--- src/rtl/pc_fetch_control_if.sv ---
// ---------------------------------------------------------------------------
// pc_fetch_control_if
//   Signal bundle between the fetch controller and its neighbours (PC+4 adder,
//   instruction memory, jump/branch resolution, hazard unit, decode).
//
//   Handshake: there is no valid/ready pair on the fetch address itself.
//   FetchValid qualifies PCResult: the instruction at PCResult is issued in
//   every cycle FetchValid is high. IMemReady is the memory's acceptance
//   signal; while it is low the controller holds PCResult and keeps
//   FetchValid low. Both sides sample on the rising clock edge.
//
//   Signals
//     PCAddResult  [31:0]          PCResult+4 from the adder
//     JumpTarget   [31:0]          jump destination
//     Jump                         take jump this cycle
//     BranchTarget [31:0]          branch destination
//     BranchTaken                  take branch this cycle
//     Stall                        hazard hold request
//     IMemReady                    instruction memory accepts the address
//     PCResult     [31:0]          current fetch address (registered)
//     FetchValid                   instruction at PCResult issued this cycle
//     Flush                        one-cycle pulse after a redirect
//     StallCycles  [STALL_CNT_W-1:0] saturating count of hold cycles
//     Misaligned                   sticky misaligned-target flag
//     fsm_state    [1:0]           debug view of the sequencing FSM
//
//   Modports
//     master : environment side (drives the requests, observes the PC)
//     slave  : the fetch controller
// ---------------------------------------------------------------------------
interface pc_fetch_control_if #(
   parameter int STALL_CNT_W = 16
);
   logic [31:0]            PCAddResult;
   logic [31:0]            JumpTarget;
   logic                   Jump;
   logic [31:0]            BranchTarget;
   logic                   BranchTaken;
   logic                   Stall;
   logic                   IMemReady;
   logic [31:0]            PCResult;
   logic                   FetchValid;
   logic                   Flush;
   logic [STALL_CNT_W-1:0] StallCycles;
   logic                   Misaligned;
   logic [1:0]             fsm_state;

   modport master (
      output PCAddResult, JumpTarget, Jump, BranchTarget, BranchTaken,
             Stall, IMemReady,
      input  PCResult, FetchValid, Flush, StallCycles, Misaligned, fsm_state
   );

   modport slave (
      input  PCAddResult, JumpTarget, Jump, BranchTarget, BranchTaken,
             Stall, IMemReady,
      output PCResult, FetchValid, Flush, StallCycles, Misaligned, fsm_state
   );
endinterface

--- src/rtl/pc_fetch_control.sv ---
// ---------------------------------------------------------------------------
// pc_fetch_control
//   Program counter register, next-PC selection and fetch sequencing FSM.
//   Drives PCResult to the PC+4 adder and instruction memory, takes the
//   adder's result back as the sequential next address, and arbitrates
//   redirects (Jump > BranchTaken), holds (Stall or !IMemReady) and normal
//   progress. Every output comes straight from a flop.
//
//   Ports
//     Clk    rising-edge clock
//     Reset  synchronous, active-low reset
//     fc     pc_fetch_control_if.slave (see the interface for signal list)
//
//   Optional feature: define PC_MISALIGN_TRAP_EN to redirect any target
//   with bits[1:0] != 0 to TRAP_VECTOR and set the sticky Misaligned flag.
//   Without it targets load unmodified and Misaligned stays 0.
// ---------------------------------------------------------------------------
module pc_fetch_control #(
   parameter logic [31:0] RESET_PC    = 32'h0000_0000,
   parameter logic [31:0] TRAP_VECTOR = 32'h0000_0080,
   parameter int          STALL_CNT_W = 16
) (
   input  logic                  Clk,
   input  logic                  Reset,
   pc_fetch_control_if.slave     fc
);

`ifdef PC_MISALIGN_TRAP_EN
   localparam bit TRAP_EN = 1'b1;
`else
   localparam bit TRAP_EN = 1'b0;
`endif

   typedef enum logic [1:0] {
      S_BOOT  = 2'd0,
      S_RUN   = 2'd1,
      S_HOLD  = 2'd2,
      S_FLUSH = 2'd3
   } state_e;

   localparam logic [STALL_CNT_W-1:0] CNT_MAX = '1;

   state_e                 state_q, state_d;
   logic [31:0]            pc_q, pc_d;
   logic                   fetch_valid_q, fetch_valid_d;
   logic                   flush_q, flush_d;
   logic [STALL_CNT_W-1:0] stall_cnt_q, stall_cnt_d;
   logic                   misaligned_q, misaligned_d;

   logic                   redirect;
   logic                   hold;
   logic [31:0]            target;

   always_comb begin
      state_d       = state_q;
      pc_d          = pc_q;
      fetch_valid_d = 1'b0;
      flush_d       = 1'b0;
      stall_cnt_d   = stall_cnt_q;
      misaligned_d  = misaligned_q;

      redirect = fc.Jump | fc.BranchTaken;
      hold     = fc.Stall | ~fc.IMemReady;
      target   = fc.Jump ? fc.JumpTarget : fc.BranchTarget;

      if (redirect) begin
         // A misaligned target is swapped for the trap vector only when the
         // trap feature is compiled in; the FSM treats it like any redirect.
         if (TRAP_EN && (target[1:0] != 2'b00)) begin
            pc_d         = TRAP_VECTOR;
            misaligned_d = 1'b1;
         end else begin
            pc_d = target;
         end
         state_d = S_FLUSH;
         flush_d = 1'b1;
      end else if (hold) begin
         state_d = S_HOLD;
         if (stall_cnt_q != CNT_MAX) begin
            stall_cnt_d = stall_cnt_q + 1'b1;
         end
      end else begin
         // Only a running pipeline advances; leaving BOOT/FLUSH/HOLD issues
         // the address already on PCResult exactly once.
         if (state_q == S_RUN) begin
            pc_d = fc.PCAddResult;
         end
         state_d       = S_RUN;
         fetch_valid_d = 1'b1;
      end
   end

   always_ff @(posedge Clk) begin
      if (!Reset) begin
         state_q       <= S_BOOT;
         pc_q          <= RESET_PC;
         fetch_valid_q <= 1'b0;
         flush_q       <= 1'b0;
         stall_cnt_q   <= '0;
         misaligned_q  <= 1'b0;
      end else begin
         state_q       <= state_d;
         pc_q          <= pc_d;
         fetch_valid_q <= fetch_valid_d;
         flush_q       <= flush_d;
         stall_cnt_q   <= stall_cnt_d;
         misaligned_q  <= misaligned_d;
      end
   end

   assign fc.PCResult    = pc_q;
   assign fc.FetchValid  = fetch_valid_q;
   assign fc.Flush       = flush_q;
   assign fc.StallCycles = stall_cnt_q;
   assign fc.Misaligned  = misaligned_q;
   assign fc.fsm_state   = state_q;

endmodule

--- src/flat_wrapper.sv ---
// flat-port wrapper written by rule: the top's interface ports become plain ports
module pc_fetch_control_flat 
#(
   parameter logic [31:0] RESET_PC    = 32'h0000_0000,
   parameter logic [31:0] TRAP_VECTOR = 32'h0000_0080,
   parameter int          STALL_CNT_W = 16
)
  (Clk, Reset, fc_PCAddResult, fc_JumpTarget, fc_Jump, fc_BranchTarget, fc_BranchTaken, fc_Stall, fc_IMemReady, fc_PCResult, fc_FetchValid, fc_Flush, fc_StallCycles, fc_Misaligned, fc_fsm_state);
  pc_fetch_control_if #(.STALL_CNT_W(STALL_CNT_W)) fc_i ();
  input  logic Clk;
  input  logic Reset;
  input wire logic [$bits(fc_i.PCAddResult)-1:0] fc_PCAddResult;
  input wire logic [$bits(fc_i.JumpTarget)-1:0] fc_JumpTarget;
  input wire logic [$bits(fc_i.Jump)-1:0] fc_Jump;
  input wire logic [$bits(fc_i.BranchTarget)-1:0] fc_BranchTarget;
  input wire logic [$bits(fc_i.BranchTaken)-1:0] fc_BranchTaken;
  input wire logic [$bits(fc_i.Stall)-1:0] fc_Stall;
  input wire logic [$bits(fc_i.IMemReady)-1:0] fc_IMemReady;
  output wire logic [$bits(fc_i.PCResult)-1:0] fc_PCResult;
  output wire logic [$bits(fc_i.FetchValid)-1:0] fc_FetchValid;
  output wire logic [$bits(fc_i.Flush)-1:0] fc_Flush;
  output wire logic [$bits(fc_i.StallCycles)-1:0] fc_StallCycles;
  output wire logic [$bits(fc_i.Misaligned)-1:0] fc_Misaligned;
  output wire logic [$bits(fc_i.fsm_state)-1:0] fc_fsm_state;
  assign fc_i.PCAddResult = fc_PCAddResult;
  assign fc_i.JumpTarget = fc_JumpTarget;
  assign fc_i.Jump = fc_Jump;
  assign fc_i.BranchTarget = fc_BranchTarget;
  assign fc_i.BranchTaken = fc_BranchTaken;
  assign fc_i.Stall = fc_Stall;
  assign fc_i.IMemReady = fc_IMemReady;
  assign fc_PCResult = fc_i.PCResult;
  assign fc_FetchValid = fc_i.FetchValid;
  assign fc_Flush = fc_i.Flush;
  assign fc_StallCycles = fc_i.StallCycles;
  assign fc_Misaligned = fc_i.Misaligned;
  assign fc_fsm_state = fc_i.fsm_state;
  pc_fetch_control #(.RESET_PC(RESET_PC), .TRAP_VECTOR(TRAP_VECTOR), .STALL_CNT_W(STALL_CNT_W)) u_core (.Clk(Clk), .Reset(Reset), .fc(fc_i));
endmodule
--- config.mk ---
export PLATFORM = sky130hd
export DESIGN_NAME = pc_fetch_control_flat
export DESIGN_NICKNAME = d
export VERILOG_FILES = /design/src/rtl/pc_fetch_control_if.sv /design/src/rtl/pc_fetch_control.sv /design/src/flat_wrapper.sv
export SDC_FILE = /design/constraint.sdc
export NUM_CORES = 1
export LEC_CHECK = 0
export CAP_MARGIN = 20
export CORE_MARGIN = 5
export CORE_UTILIZATION = 42
export CTS_CLUSTER_SIZE = 25
export DETAILED_ROUTE_END_ITERATION = 7
export PLACE_DENSITY = 0.87
export SLEW_MARGIN = 20
export SYNTH_ARGS = -nofsm -noshare
export SYNTH_HDL_FRONTEND = slang
export SYNTH_SLANG_ARGS = --single-unit
--- constraint.sdc ---
create_clock -name Clk -period 2.4 [get_ports Clk]
set_input_delay 0.48 -clock Clk [delete_from_list [all_inputs] [get_ports Clk]]
set_output_delay 0.48 -clock Clk [all_outputs]
set_load 0.01 [all_outputs]
Word-level counts from Yosys, hierarchy flattened
Cells that the tools add are included.
Cells by class
  eq/ne operators: 3
  multiplexer cells: 8
  $add $sub $neg: 1
  reduce and logical (&&, ||, !) cells: 4
  bitwise logic cells: 5
Operator list (number)
  $mux 32: 4
  $add 16x1->16 const B: 1
  $ne 16x16->1 const B: 1
  $mux 2: 2
  $not 1->1: 3
  $reduce_and 3->1: 1
  $eq 2x1->1 const B: 1
  $mux 1: 2
  $ne 2x1->1 const B: 1
  $or 1x1->1: 2
  $reduce_and 2->1: 1
  $reduce_bool 2->1: 1
  $reduce_or 2->1: 1
Word-level totals
  register bits: 52
  output and inout port bits: 53
  word-level logic and storage cells: 26
  input bits: 102

Longest topological paths before layout
  word-level depth: 4
  mapped depth: 6
  mapped depth without buffers: 5

Least setup slack after synthesis
OpenSTA, ideal clock, no wires.
  path type: input to register
  start point: input port fc_BranchTaken
  end point: register u_core.stall_cnt_q[2], in the netlist u_core.fc.StallCycles[2]
  setup slack: 0.809 ns
  setup time: 0.070 ns
  data arrival time: 1.520 ns
  stages: 6
  data required time: 2.330 ns
  buffers on the path: 2
  path through: buf_6 nor2_8 nand2_2 buf_6 or4_1 a21oi_1
Between the ends
  cells in the longest elaborated chain, start to end: 3
RTL lines
  from (decl): RTL line flat_wrapper.sv:16  | input wire logic [$bits(fc_i.BranchTaken)-1:0] fc_BranchTaken;
  $or 1x1->1: RTL line pc_fetch_control.sv:62  | redirect = fc.Jump | fc.BranchTaken;
  $not 1->1 (no source line)
  $reduce_and 3->1 (no source line)
  to (signal assigned): RTL line pc_fetch_control.sv:106  | stall_cnt_q <= stall_cnt_d;
  to (decl): RTL line pc_fetch_control.sv:47  | logic [STALL_CNT_W-1:0] stall_cnt_q, stall_cnt_d;
Every way passes these cells.
A chain may end at the register's enable or synchronous reset.

Worst setup path in the final report
  start point: input port fc_Stall
  end point: register u_core.stall_cnt_q[5], in the netlist u_core.fc.StallCycles[5]
Between the ends
  cells in the longest elaborated chain, start to end: 2
RTL lines
  from (decl): RTL line flat_wrapper.sv:17  | input wire logic [$bits(fc_i.Stall)-1:0] fc_Stall;
  $or 1x1->1: RTL line pc_fetch_control.sv:63  | hold = fc.Stall | ~fc.IMemReady;
  $reduce_and 3->1 (no source line)
Every way passes these cells.

==> results.py <==
metrics = {
    "floorplanning": {
        "dieArea_mm2": 0.00834,
        "fp.dieH_um": 91.3,
        "rows": 29,
        "core_mm2": 0.00639,
        "start_util_pct": 43.5,
        "pin_count": 155,
        "die_x_um": 91.3,
    },
    "timing": {
        "fin_setup_tns_ps": 0,
        "slew_violations": 0,
        "finalHoldViolations": 0,
        "rsz0062_at_grt": "no",
        "final-setup-viol-count": 0,
        "period_share_pct": 77.9,
        "fmax_mhz": 535,
        "slew_headroom_pct": 61.8,
        "finalCriticalPeriod_ps": 1870,
        "tightestPinTransition_ps": 572,
        "finClkSkew_ps": 12.5,
    },
    "clocking": {
        "cts.sink_count": 52,
        "numCtsBuffers": 5,
        "clk_pin_slew_ps": 100,
        "cts_resized": 0,
        "postCtsSetupBuffers": 0,
        "ctsRootBufferMaster": "clkbuf_8",
        "cts_tree": "yes",
        "clk-insertion-delay-late_ps": 300,
        "holdBufCountCts": 0,
        "clockBufferDepth": 2,
        "cts_htree_levels": 2,
    },
    "layout": {
        "syn_to_final_growth_pct": 61.2,
        "final_cells": 585,
        "drive_gt1_share_pct": 5.12,
        "nNetsFinal": 610,
        "final_util_pct": 70.1,
        "antenna_cells": 0,
        "final_cell_area_mm2": 0.00448,
    },
    "synth": {
        "synthTopCellsByCount": "nand2_1, dfxtp_1, a21oi_1",
        "synth_nets": 466,
        "synth_area_per_cell_um2": 7.65,
        "synth-async-reset-ratio_pct": 0,
        "ys_seq_area_share_pct": 37.5,
        "synth_top_area_cell": "dfxtp_1",
        "ys_seq_elements": 52,
        "netlist_top_cells_area": "dfxtp_1, nand2_1, mux2i_1, a21oi_1, o21ai_0",
        "ys_types": 36,
        "yosysWarningCount": 0,
        "syn_inst": 363,
        "synth-edff-count": 0,
        "yosys.area.top_type_share_pct": 37.5,
        "yosysMostFrequentCell": "nand2_1",
        "synthFlopType": "dfxtp_1",
        "synth_area_mm2": 0.00278,
    },
    "grt": {
        "grt.total_usage_pct": 19.8,
        "grt_pass1_vias": 3007,
        "grt_max_degree": 66,
        "antenna_found_initial": 0,
        "grt-ovfl-total": 0,
        "grt_pass1_wl_um": 13800,
    },
    "power_and_ir_drop": {
        "intPower_mw": 1.57,
        "power_frac_seq_pct": 45.0,
        "p_switching_mw": 0.501,
        "irDropWorstVdd_v": 0.000344,
        "combPwrFrac_pct": 23.6,
        "clockPowerShare_pct": 31.4,
        "p_sw_share_pct": 24.2,
        "power_density_mw_per_mm2": 463,
        "finalPower_mw": 2.07,
        "p_leak_nw": 1.72,
    },
    "placement": {
        "dpl.cell_count": 577,
        "dpl_cell_area_mm2": 0.00435,
        "portBuffers": 153,
        "place_hpwl_um": 6650,
        "gp_congestion": 0.823,
    },
    "setup_path": {
        "r2r_start": "u_core.fc.StallCycles[0]$_SDFFE_PN0P_",
        "critPathKind": "input pin to flip-flop",
        "crit_start": "fc_Stall",
        "r2r_cells": 6,
        "crit_fanout": 9,
        "startpoint_type": "input pin",
        "end_kind": "flip-flop",
        "r2r_end": "u_core.fc.StallCycles[3]$_SDFFE_PN0P_",
        "reg2reg_slack_ps": 720,
        "crit_arrival_ps": 2110,
        "required_ps": 2640,
    },
    "worst_hold_path": {
        "hold_path.startpoint": "u_core.fc.PCResult[13]$_SDFFE_PN0P_",
        "hold_end": "u_core.fc.PCResult[13]$_SDFFE_PN0P_",
        "hold_depth": 2,
        "min_path_type": "flip-flop to flip-flop",
    },
    "drt": {
        "drc": 0,
        "dr.pass1.iters": 4,
        "vias": 3042,
        "drtIter0Drc": 85,
        "wl_per_cell_um": 14.4,
        "routed_wl_um": 8410,
        "via_per_inst": 5.20,
        "ant_nets": 0,
    },
    "run_status": {
        "status": "completed",
    },
    "job": {
        "drv_cap": 0,
    },
}
-- power by group through the flow --
stage / registers, mW / clock network [mW] / logic [mW]
floorplan: 0.970 / 0 / 0.177
global placement: 0.948 / 0 / 0.484
detailed placement: 0.951 / 0 / 0.495
CTS: 0.931 / 0.665 / 0.496
global route: 0.938 / 0.709 / 0.536
finish: 0.931 / 0.651 / 0.489
-- worst max path at each step --
| stage | slack, ps | endpoint |
|---|---|---|
| 2_1_floorplan | 810 | u_core.fc.StallCycles[2]$_SDFFE_PN0P_ |
| 5_1_grt | 400 | u_core.fc.StallCycles[5]$_SDFFE_PN0P_ |
| 4_1_cts | 530 | fc_StallCycles[9] |
| 3_3_place_gp | 240 | u_core.fc.StallCycles[9]$_SDFFE_PN0P_ |
| 6_report | 530 | u_core.fc.StallCycles[5]$_SDFFE_PN0P_ |
| 3_5_place_dp | 210 | u_core.fc.StallCycles[9]$_SDFFE_PN0P_ |
-- state kept, by name, indices dropped and copies added (netlist names) --
signal / count
u_core.fc.FetchValid: 1
u_core.fc.Flush: 1
u_core.fc.PCResult: 32
u_core.fc.StallCycles: 16
u_core.fc.fsm_state: 2
-- kinds of logic after synthesis --
group	synth area share, %
and+or+nand+nor	26.5
adders and majority gates	0.451
AOI/OAI and AO/OA	16.7
muxes	13.7
other	0.135
buffers and inverters	5.00
DFF	37.5
-- critical path, stage by stage --
cell and delay (ps):
clkdlybuf4s50_1 470, nand2b_1 270, nand3_2 230, or4_1 510
a21oi_1 150
-- metal layers --
metal	wire [um]	vias to the layer above	GRT usage (%)	share of wire, %
met5	0	-	0	0
met4	159	0	6.60	1.9
met3	730	15	6.61	8.7
met2	4330	114	35.6	51
met1	3190	1360	21.7	38
li1	-	1553	-	-
-- cell usage in the layout (no fill, tap or decap), types with 2 or more instances in the layout --
master,netlist,routed
a21oi_1,42,42
and3_1,2,2
and4_1,3,3
buf_2,3,2
buf_4,2,8
clkbuf_8,0,7
clkdlybuf4s50_1,0,151
dfxtp_1,52,52
inv_1,2,2
mux2i_1,38,38
nand2_1,107,107
nand2b_1,8,8
nand3_1,7,7
nand4_1,2,2
nor2_1,3,3
nor3_1,3,3
nor4_1,5,5
o21ai_0,34,34
o31ai_1,7,7
or3_1,2,2
or4_1,6,6
-- area by class of cell --
class                      instances  area [um^2]
fill                             523         1910
clock buffer                       7         96.3
timing repair buffer             162         1600
multi-input combinational        283         1600
sequential                        52         1040
tap                               77         96.3
clock inverter                     1         30.0
inverter                           3         11.3
-- per-stage QoR --
step / hold WS, ps / setup WS, ps
finish: 454 / 531
global route: 468 / 395
detailed placement: 445 / 207
global placement: 438 / 244
CTS: 458 / 531
floorplan: 476 / 809
Note: power is estimated with default switching activity, not from simulation.
